### config.mk
export PLATFORM = sky130hd
export DESIGN_NAME = fp_sqrt_radix_core
export DESIGN_NICKNAME = d
export VERILOG_FILES = /design/src/rtl/fp_sqrt_radix_core.sv
export SDC_FILE = /design/constraint.sdc
export NUM_CORES = 1
export LEC_CHECK = 0
export CELL_PAD_IN_SITES_DETAIL_PLACEMENT = 0
export CELL_PAD_IN_SITES_GLOBAL_PLACEMENT = 1
export CORE_ASPECT_RATIO = 0.75
export CORE_MARGIN = 8
export CORE_UTILIZATION = 43
export CTS_CLUSTER_DIAMETER = 80
export DETAILED_ROUTE_END_ITERATION = 10
export PLACE_DENSITY = 0.81
export SLEW_MARGIN = 20
export SYNTH_ARGS = -nofsm -noshare
export SYNTH_HDL_FRONTEND = slang
export SYNTH_SLANG_ARGS = --single-unit
### constraint.sdc
create_clock -name clk -period 6.3 [get_ports clk]
set_clock_uncertainty 0.1 [all_clocks]
set_input_delay 0.63 -clock clk [delete_from_list [all_inputs] [get_ports clk]]
set_output_delay 0.63 -clock clk [all_outputs]
set_load 0.05 [all_outputs]
### src/rtl/fp_sqrt_radix_core.sv
// ---------------------------------------------------------------------------
// fp_sqrt_radix_core
//
// Iterative unsigned square-root engine used as the mantissa core of the FP
// square-root unit. The radicand R is scaled to X = R * 4^k, where
// k = ROOT_WIDTH - DATA_WIDTH/2. The engine returns Q = floor(sqrt(X)), the
// remainder X - Q^2 and an exact flag. It retires BITS_PER_CYCLE root bits
// per clock using a restoring digit-by-digit recurrence.
//
// Ports:
//   clk        in   clock
//   rst        in   asynchronous active-high reset
//   start      in   request, accepted only while ready=1
//   radicand   in   DATA_WIDTH-bit unsigned radicand, sampled on accept
//   abort      in   cancel any operation and return to IDLE
//   ack        in   consumer takes the held result (only meaningful when done)
//   ready      out  a start would be accepted this cycle
//   done       out  result/remainder/exact are valid and held
//   result     out  ROOT_WIDTH-bit root Q
//   remainder  out  ROOT_WIDTH+1-bit final remainder
//   exact      out  remainder is zero
// ---------------------------------------------------------------------------
module fp_sqrt_radix_core #(
    parameter int DATA_WIDTH     = 26,
    parameter int ROOT_WIDTH     = 28,
    parameter int BITS_PER_CYCLE = 1
) (
    input  logic                  clk,
    input  logic                  rst,
    input  logic                  start,
    input  logic [DATA_WIDTH-1:0] radicand,
    input  logic                  abort,
    input  logic                  ack,
    output logic                  ready,
    output logic                  done,
    output logic [ROOT_WIDTH-1:0] result,
    output logic [ROOT_WIDTH:0]   remainder,
    output logic                  exact
);

    localparam int K       = ROOT_WIDTH - DATA_WIDTH / 2;
    localparam int SHIFT_W = 2 * ROOT_WIDTH;
    localparam int REM_W   = ROOT_WIDTH + 2;
    localparam int N       = ROOT_WIDTH / BITS_PER_CYCLE;
    localparam int CNT_W   = $clog2(N + 1);

    typedef enum logic [1:0] {
        IDLE,
        BUSY,
        DONE
    } stateT;

    stateT               state_q, state_d;
    logic [CNT_W-1:0]    iterCnt_q;
    logic [SHIFT_W-1:0]  radShift_q, radShift_d;
    logic [REM_W-1:0]    partRem_q, partRem_d;
    logic [ROOT_WIDTH-1:0] rootPart_q, rootPart_d;
    logic [ROOT_WIDTH-1:0] result_q;
    logic [ROOT_WIDTH:0]   remainder_q;
    logic                  exact_q;

    logic                  accept;
    logic                  lastIter;
    logic [SHIFT_W-1:0]    loadVal;

    // Handshake: we can take a new op from IDLE, or from DONE in the same
    // cycle the consumer acknowledges (this gives back-to-back issue with no
    // bubble). Abort overrides everything, so a start during abort is dropped.
    assign ready    = ~abort & ((state_q == IDLE) | ((state_q == DONE) & ack));
    assign accept   = start & ready;
    assign lastIter = (iterCnt_q == CNT_W'(1));
    assign done     = (state_q == DONE);

    assign result    = result_q;
    assign remainder = remainder_q;
    assign exact     = exact_q;

    // The radicand is pre-scaled by 4^k simply by placing it at the top of
    // the 2*ROOT_WIDTH shift register; the low 2k bits are zero.
    assign loadVal = SHIFT_W'(radicand) << (2 * K);

    // One cycle of the restoring recurrence. Each step pulls the next two
    // radicand bits into the partial remainder and trial-subtracts 4*Q+1.
    // The partial remainder before a step is at most 2*Q with Q still short
    // of full width, so dropping its top two bits on the shift loses nothing,
    // and ROOT_WIDTH+2 bits hold the trial subtraction without truncation.
    always_comb begin
        logic [REM_W-1:0]      remVar;
        logic [ROOT_WIDTH-1:0] rootVar;
        logic [SHIFT_W-1:0]    shiftVar;
        logic [REM_W-1:0]      trialSub;
        remVar   = partRem_q;
        rootVar  = rootPart_q;
        shiftVar = radShift_q;
        trialSub = '0;
        for (int b = 0; b < BITS_PER_CYCLE; b++) begin
            remVar   = {remVar[ROOT_WIDTH-1:0], shiftVar[SHIFT_W-1 -: 2]};
            shiftVar = shiftVar << 2;
            trialSub = {rootVar, 2'b01};
            if (remVar >= trialSub) begin
                remVar  = remVar - trialSub;
                rootVar = (rootVar << 1) | ROOT_WIDTH'(1);
            end else begin
                rootVar = rootVar << 1;
            end
        end
        partRem_d  = remVar;
        rootPart_d = rootVar;
        radShift_d = shiftVar;
    end

    // Next-state logic. Abort is applied last so it wins over every other
    // transition, including a DONE->BUSY reissue.
    always_comb begin
        state_d = state_q;
        case (state_q)
            IDLE: begin
                if (accept) state_d = BUSY;
            end
            BUSY: begin
                if (lastIter) state_d = DONE;
            end
            DONE: begin
                if (ack) state_d = accept ? BUSY : IDLE;
            end
            default: state_d = IDLE;
        endcase
        if (abort) state_d = IDLE;
    end

    // State register; reset is asynchronous so done drops immediately.
    always_ff @(posedge clk or posedge rst) begin
        if (rst) state_q <= IDLE;
        else     state_q <= state_d;
    end

    // Datapath registers. Accept loads fresh operands and clears the partial
    // root/remainder; each BUSY cycle advances the recurrence, and the last
    // iteration latches the outputs, which then stay put until the next
    // completion. Abort freezes the datapath; the stale contents are simply
    // ignored because the FSM has returned to IDLE.
    always_ff @(posedge clk or posedge rst) begin
        if (rst) begin
            iterCnt_q   <= '0;
            radShift_q  <= '0;
            partRem_q   <= '0;
            rootPart_q  <= '0;
            result_q    <= '0;
            remainder_q <= '0;
            exact_q     <= 1'b0;
        end else if (accept) begin
            iterCnt_q  <= CNT_W'(N);
            radShift_q <= loadVal;
            partRem_q  <= '0;
            rootPart_q <= '0;
        end else if ((state_q == BUSY) && !abort) begin
            iterCnt_q  <= iterCnt_q - CNT_W'(1);
            radShift_q <= radShift_d;
            partRem_q  <= partRem_d;
            rootPart_q <= rootPart_d;
            if (lastIter) begin
                result_q    <= rootPart_d;
                remainder_q <= partRem_d[ROOT_WIDTH:0];
                exact_q     <= (partRem_d == '0);
            end
        end
    end

endmodule

# Word level (Yosys, flattened, before mapping)
# Index checks and enable logic that the tools add are counted.
# totals
output_inout_bits	60
in_bits	31
register_bits	177
# classes
muxes	16
add_sub_neg	2
n_eq_ne	6
n_reduce_logical	7
n_lt_le_gt_ge	1
n_bitwise	6
# ops
operator	n
$mux W28	4
$mux W56	2
$ge A30 B30 Y1	1
$logic_not A30 Y1	1
$mux W30	1
$sub A30 B30 Y30	1
$mux W5	2
$ne A3 B3 Y1 const B	3
$mux W2	4
$pmux W2 S3	1
$reduce_and A3 Y1	2
$eq A5 B1 Y1 const B	1
$sub A5 B1 Y5 const B	1
$and A1 B1 Y1	3
$eq A2 B1 Y1 const B	1
$eq A2 B2 Y1 const B	1
$logic_not A2 Y1	1
$mux W1	2
$not A1 Y1	2
$reduce_bool A2 Y1	1
$logic_and A1 B1 Y1	1
$logic_not A1 Y1	1
$or A1 B1 Y1	1

# Depth between registers and ports, before layout
# depth
depth_word	9
mapped_depth	13
depth_no_buf	11

# Least setup slack after synthesis
# No wires, ideal clock.
# synth_timing
path_type	register to register
startpoint	reg partRem_q[10]
endpoint	reg exact_q (netlist: exact)
setup_time_ns	0.087
n_path_buf	1
t_arrival_ns	3.036
period_less_slack_ns	3.222
path_stages_with_launch	12
path_slack_ns	3.078
required_time_ns	6.113
cell_sequence	dfrtp_1 ha_1 buf_2 and4_2 or3b_1 a211o_1 a31oi_4 a31oi_4 xnor2_1 or4_1 o311a_1 a211oi_2
# synth_via
elab_chain_cells	3
# synth_lines
item	line	source
start: declaration	56	logic [REM_W-1:0] partRem_q, partRem_d;
start signal: assignment	159	partRem_q <= partRem_d;
$sub A30 B30 Y30 or $ge A30 B30 Y1 (tied branches)	101, 100	
$mux W30 (*)	100	if (remVar >= trialSub) begin
$logic_not A30 Y1 (*)	164	exact_q <= (partRem_d == '0);
end signal: assignment	164	
end: declaration	60	logic exact_q;
# Mark *: on every way between the ends. The rest lies on a longest branch, timed or not.
# A chain may end at the register's enable or synchronous reset.

# Worst setup path in the final report
# Same ends and word-level chain as after synthesis.

==> results.json <==
{
  "outcome": "completed",
  "tritoncts": "yes",
  "synth_cell_types": 72,
  "grt_pass1_wl_um": 37440,
  "grt_start_max_net_pins": 121,
  "final_util_pct": 52.40,
  "yosys_warnings": 0,
  "dp_hpwl_um": 16350,
  "yosysMostFrequentCell": "nand2_1",
  "synth-edff-count": 0,
  "pre_cts_ws_ps": 2515,
  "start_kind": "flip-flop",
  "post-route-period-util_pct": 61.03,
  "wl_per_cell_um": 18.68,
  "synthTopCellsByArea": "dfrtp_1 46%, o21ai_0 8.0%, nand2_1 7.4%",
  "layout.nets": 1027,
  "postSynth.asyncResetShare_pct": 100.0,
  "dieArea_um2": 23190,
  "antenna_found_initial": 0,
  "worst_slack_ps": 2455,
  "diodes": 0,
  "relSlewSlack_pct": 33.22,
  "coreArea_um2": 18350,
  "ctsResizeCount": 0,
  "drive_above_1_share_pct": 6.551,
  "yosys.area_share.simple_pct": 18.65,
  "synth-seq-cells": 147,
  "drc": 0,
  "power_density_nw_per_um2": 509.1,
  "ios": 91,
  "yosysTopAreaCell": "dfrtp_1",
  "area_growth_pct": 20.63,
  "cts-root-buf": "clkbuf_16",
  "ant_nets": 0,
  "cp.required_ps": 6550,
  "crit_top_cell": "nand2_1",
  "cts_buffers": 17,
  "via_count": 6771,
  "die_h_um": 133.9,
  "worst-path-buf-inv": 0,
  "clockBufferDepth": 2,
  "crit_path_top_delay_cell": "or2_2",
  "htreeDepth": 4,
  "synthAdderAreaFrac_pct": 5.024,
  "arrival_ps": 4090,
  "synth_flop_cell": "dfrtp_1",
  "worst_slew_pin_slew_ps": 1002,
  "min_path_type": "flip-flop to flip-flop",
  "grt_usage_pct": 20.12,
  "synth_mux_area_share_pct": 2.292,
  "syn-cell-area_um2": 7970,
  "portBuffers": 90,
  "p_total_w": 0.004894,
  "crit_type": "flip-flop to flip-flop",
  "drt_iter0_drc": 467,
  "cp_top_family": "simple AND/OR/NAND/NOR gates",
  "max_freq_mhz": 260.1,
  "crit_chain": "ha_1 -> nand2_1 -> nor3_1 -> nand2_1 -> o21ai_0 -> or2_2 -> a41oi_1 -> o41a_1 -> a211oi_2",
  "end_kind": "flip-flop",
  "cts.clk_slew.worst_paths_ps": 70,
  "p_leak_nw": 4.174,
  "cts_hold_buf": 0,
  "grt_overflow_total": 0,
  "synth_compound_area_share_pct": 20.96,
  "synth_common_cells": "158 x nand2_1, 147 x dfrtp_1, 127 x o21ai_0, 65 x nand3_1, 48 x nor2_1",
  "rsz0062_at_grt": "no",
  "cts_setup_buffers": 0,
  "synth-xor-area-share_pct": 2.527,
  "clock_latency_ps": 440,
  "gp_congestion": 0.9882,
  "setup_viol": 0,
  "period_minus_slack_ps": 3845,
  "hold_ws_ps": 377.8,
  "synth_fp_nets": 964,
  "initial_core_util_pct": 43.44,
  "report.final.slew_viol_count": 0,
  "wl_um": 22870,
  "synth.top_cell.area_share_pct": 46.15,
  "slowest_delay_ps": 640,
  "drv_cap": 0,
  "avgSynthCellArea_um2": 8.846,
  "fp.dieW_um": 173.2,
  "finalHoldViolations": 0,
  "vias_per_cell": 5.532,
  "ys_seq_area_share_pct": 46.15,
  "synth_top_family_by_area": "compound AO/OA/AOI/OAI gates",
  "setup-tns-final_ps": 0,
  "synth_cells": 901,
  "ir_drop_mv": 0.2509,
  "dr.pass1.iters": 5,
  "grt_pass1_vias": 6502,
  "num_rows": 43,
  "crit_fanout": 20,
  "cts_sinks": 147
}
layer usage:
layer,GRT usage (%),routed length [um],vias up
met5,0,0,-
met4,6.163,388,0
met3,4.072,1005,28
met2,30.34,10160,154
met1,28.65,11310,3267
li1,-,-,3322
power by group:
part           internal, W  switching, W
Sequential         0.00107      0.000135
Combinational     0.000960       0.00175
Clock             0.000521      0.000455
Total              0.00255       0.00234
worst min-delay path, stage by stage, from the launching register on:
cell and delay (ps):
dfrtp_1 340, nand2_1 50, o21ai_0 60
registers in the layout, indices dropped and copies added (netlist names):
register,flops
remainder,29
exact,1
result,28
iterCnt_q,5
state_q,2
radShift_q,26
partRem_q,28
rootPart_q,28
path summary, 6_finish.rpt:
| check | startpoint | endpoint | slack [ps] | cells after the start |
|---|---|---|---|---|
| setup / recovery | partRem_q[10]$_DFFE_PP0P_ | exact$_DFFE_PP0P_ | 2450 | 9 |
| hold / removal | result[22]$_DFFE_PP0P_ | result[22]$_DFFE_PP0P_ | 380 | 2 |
| setup reg to reg | partRem_q[10]$_DFFE_PP0P_ | exact$_DFFE_PP0P_ | 2450 | 9 |
| hold reg to reg | result[22]$_DFFE_PP0P_ | result[22]$_DFFE_PP0P_ | 380 | 2 |
| max in group asynchronous | rst | remainder[25]$_DFFE_PP0P_ | 4170 | 3 |
| min in group asynchronous | rst | radShift_q[30]$_DFFE_PP0P_ | 600 | 2 |
cell families after synthesis:
| group | count (synthesis) |
|---|---|
| and+or+nand+nor | 331 |
| AOI/OAI and AO/OA | 261 |
| DFF | 147 |
| buffers and inverters | 89 |
| adders and majority gates | 32 |
| xor gates and xnor gates | 23 |
| muxes | 18 |
layout make-up:
type / instances / area, um^2
inverters: 38 / 147.6
repair buffers: 95 / 938.4
fillers: 1731 / 8732
well taps: 247 / 309.0
multi-input cells: 665 / 3975
clock inverters: 15 / 140.1
clock buffers: 17 / 425.4
flip-flops and latches: 147 / 3679
metrics by stage:
stage	cell area (um^2)	instances
final	9614	1224
after global routing	9614	1224
after CTS	9605	1224
after detailed placement	9040	1192
after global placement	9040	1192
after floorplan	7970	901
placed cells by master, fill, tap and decap left out, drive strengths merged, types with 3 or more instances in the layout:
cell,synthesis,routed
nand2,158,158
dfrtp,147,147
o21ai,133,133
clkdlybuf4s50,0,90
nand3,65,65
nor2,49,49
inv,38,46
a21oi,39,39
ha,32,32
clkbuf,37,17
mux2i,16,16
a31oi,16,16
a22oi,15,15
xnor2,14,14
nor3,12,12
a211oi,10,10
nor4,9,9
xor2,9,9
and2,7,7
o21a,7,7
and3,6,6
a21o,5,5
o211ai,5,5
buf,14,5
clkinv,0,5
nand4,4,4
or3,4,4
nor2b,3,3
o21bai,3,3
a22o,3,3
o221ai,3,3
and4,3,3
a2111oi,3,3
No activity file was read; power rests on OpenSTA's default activity.
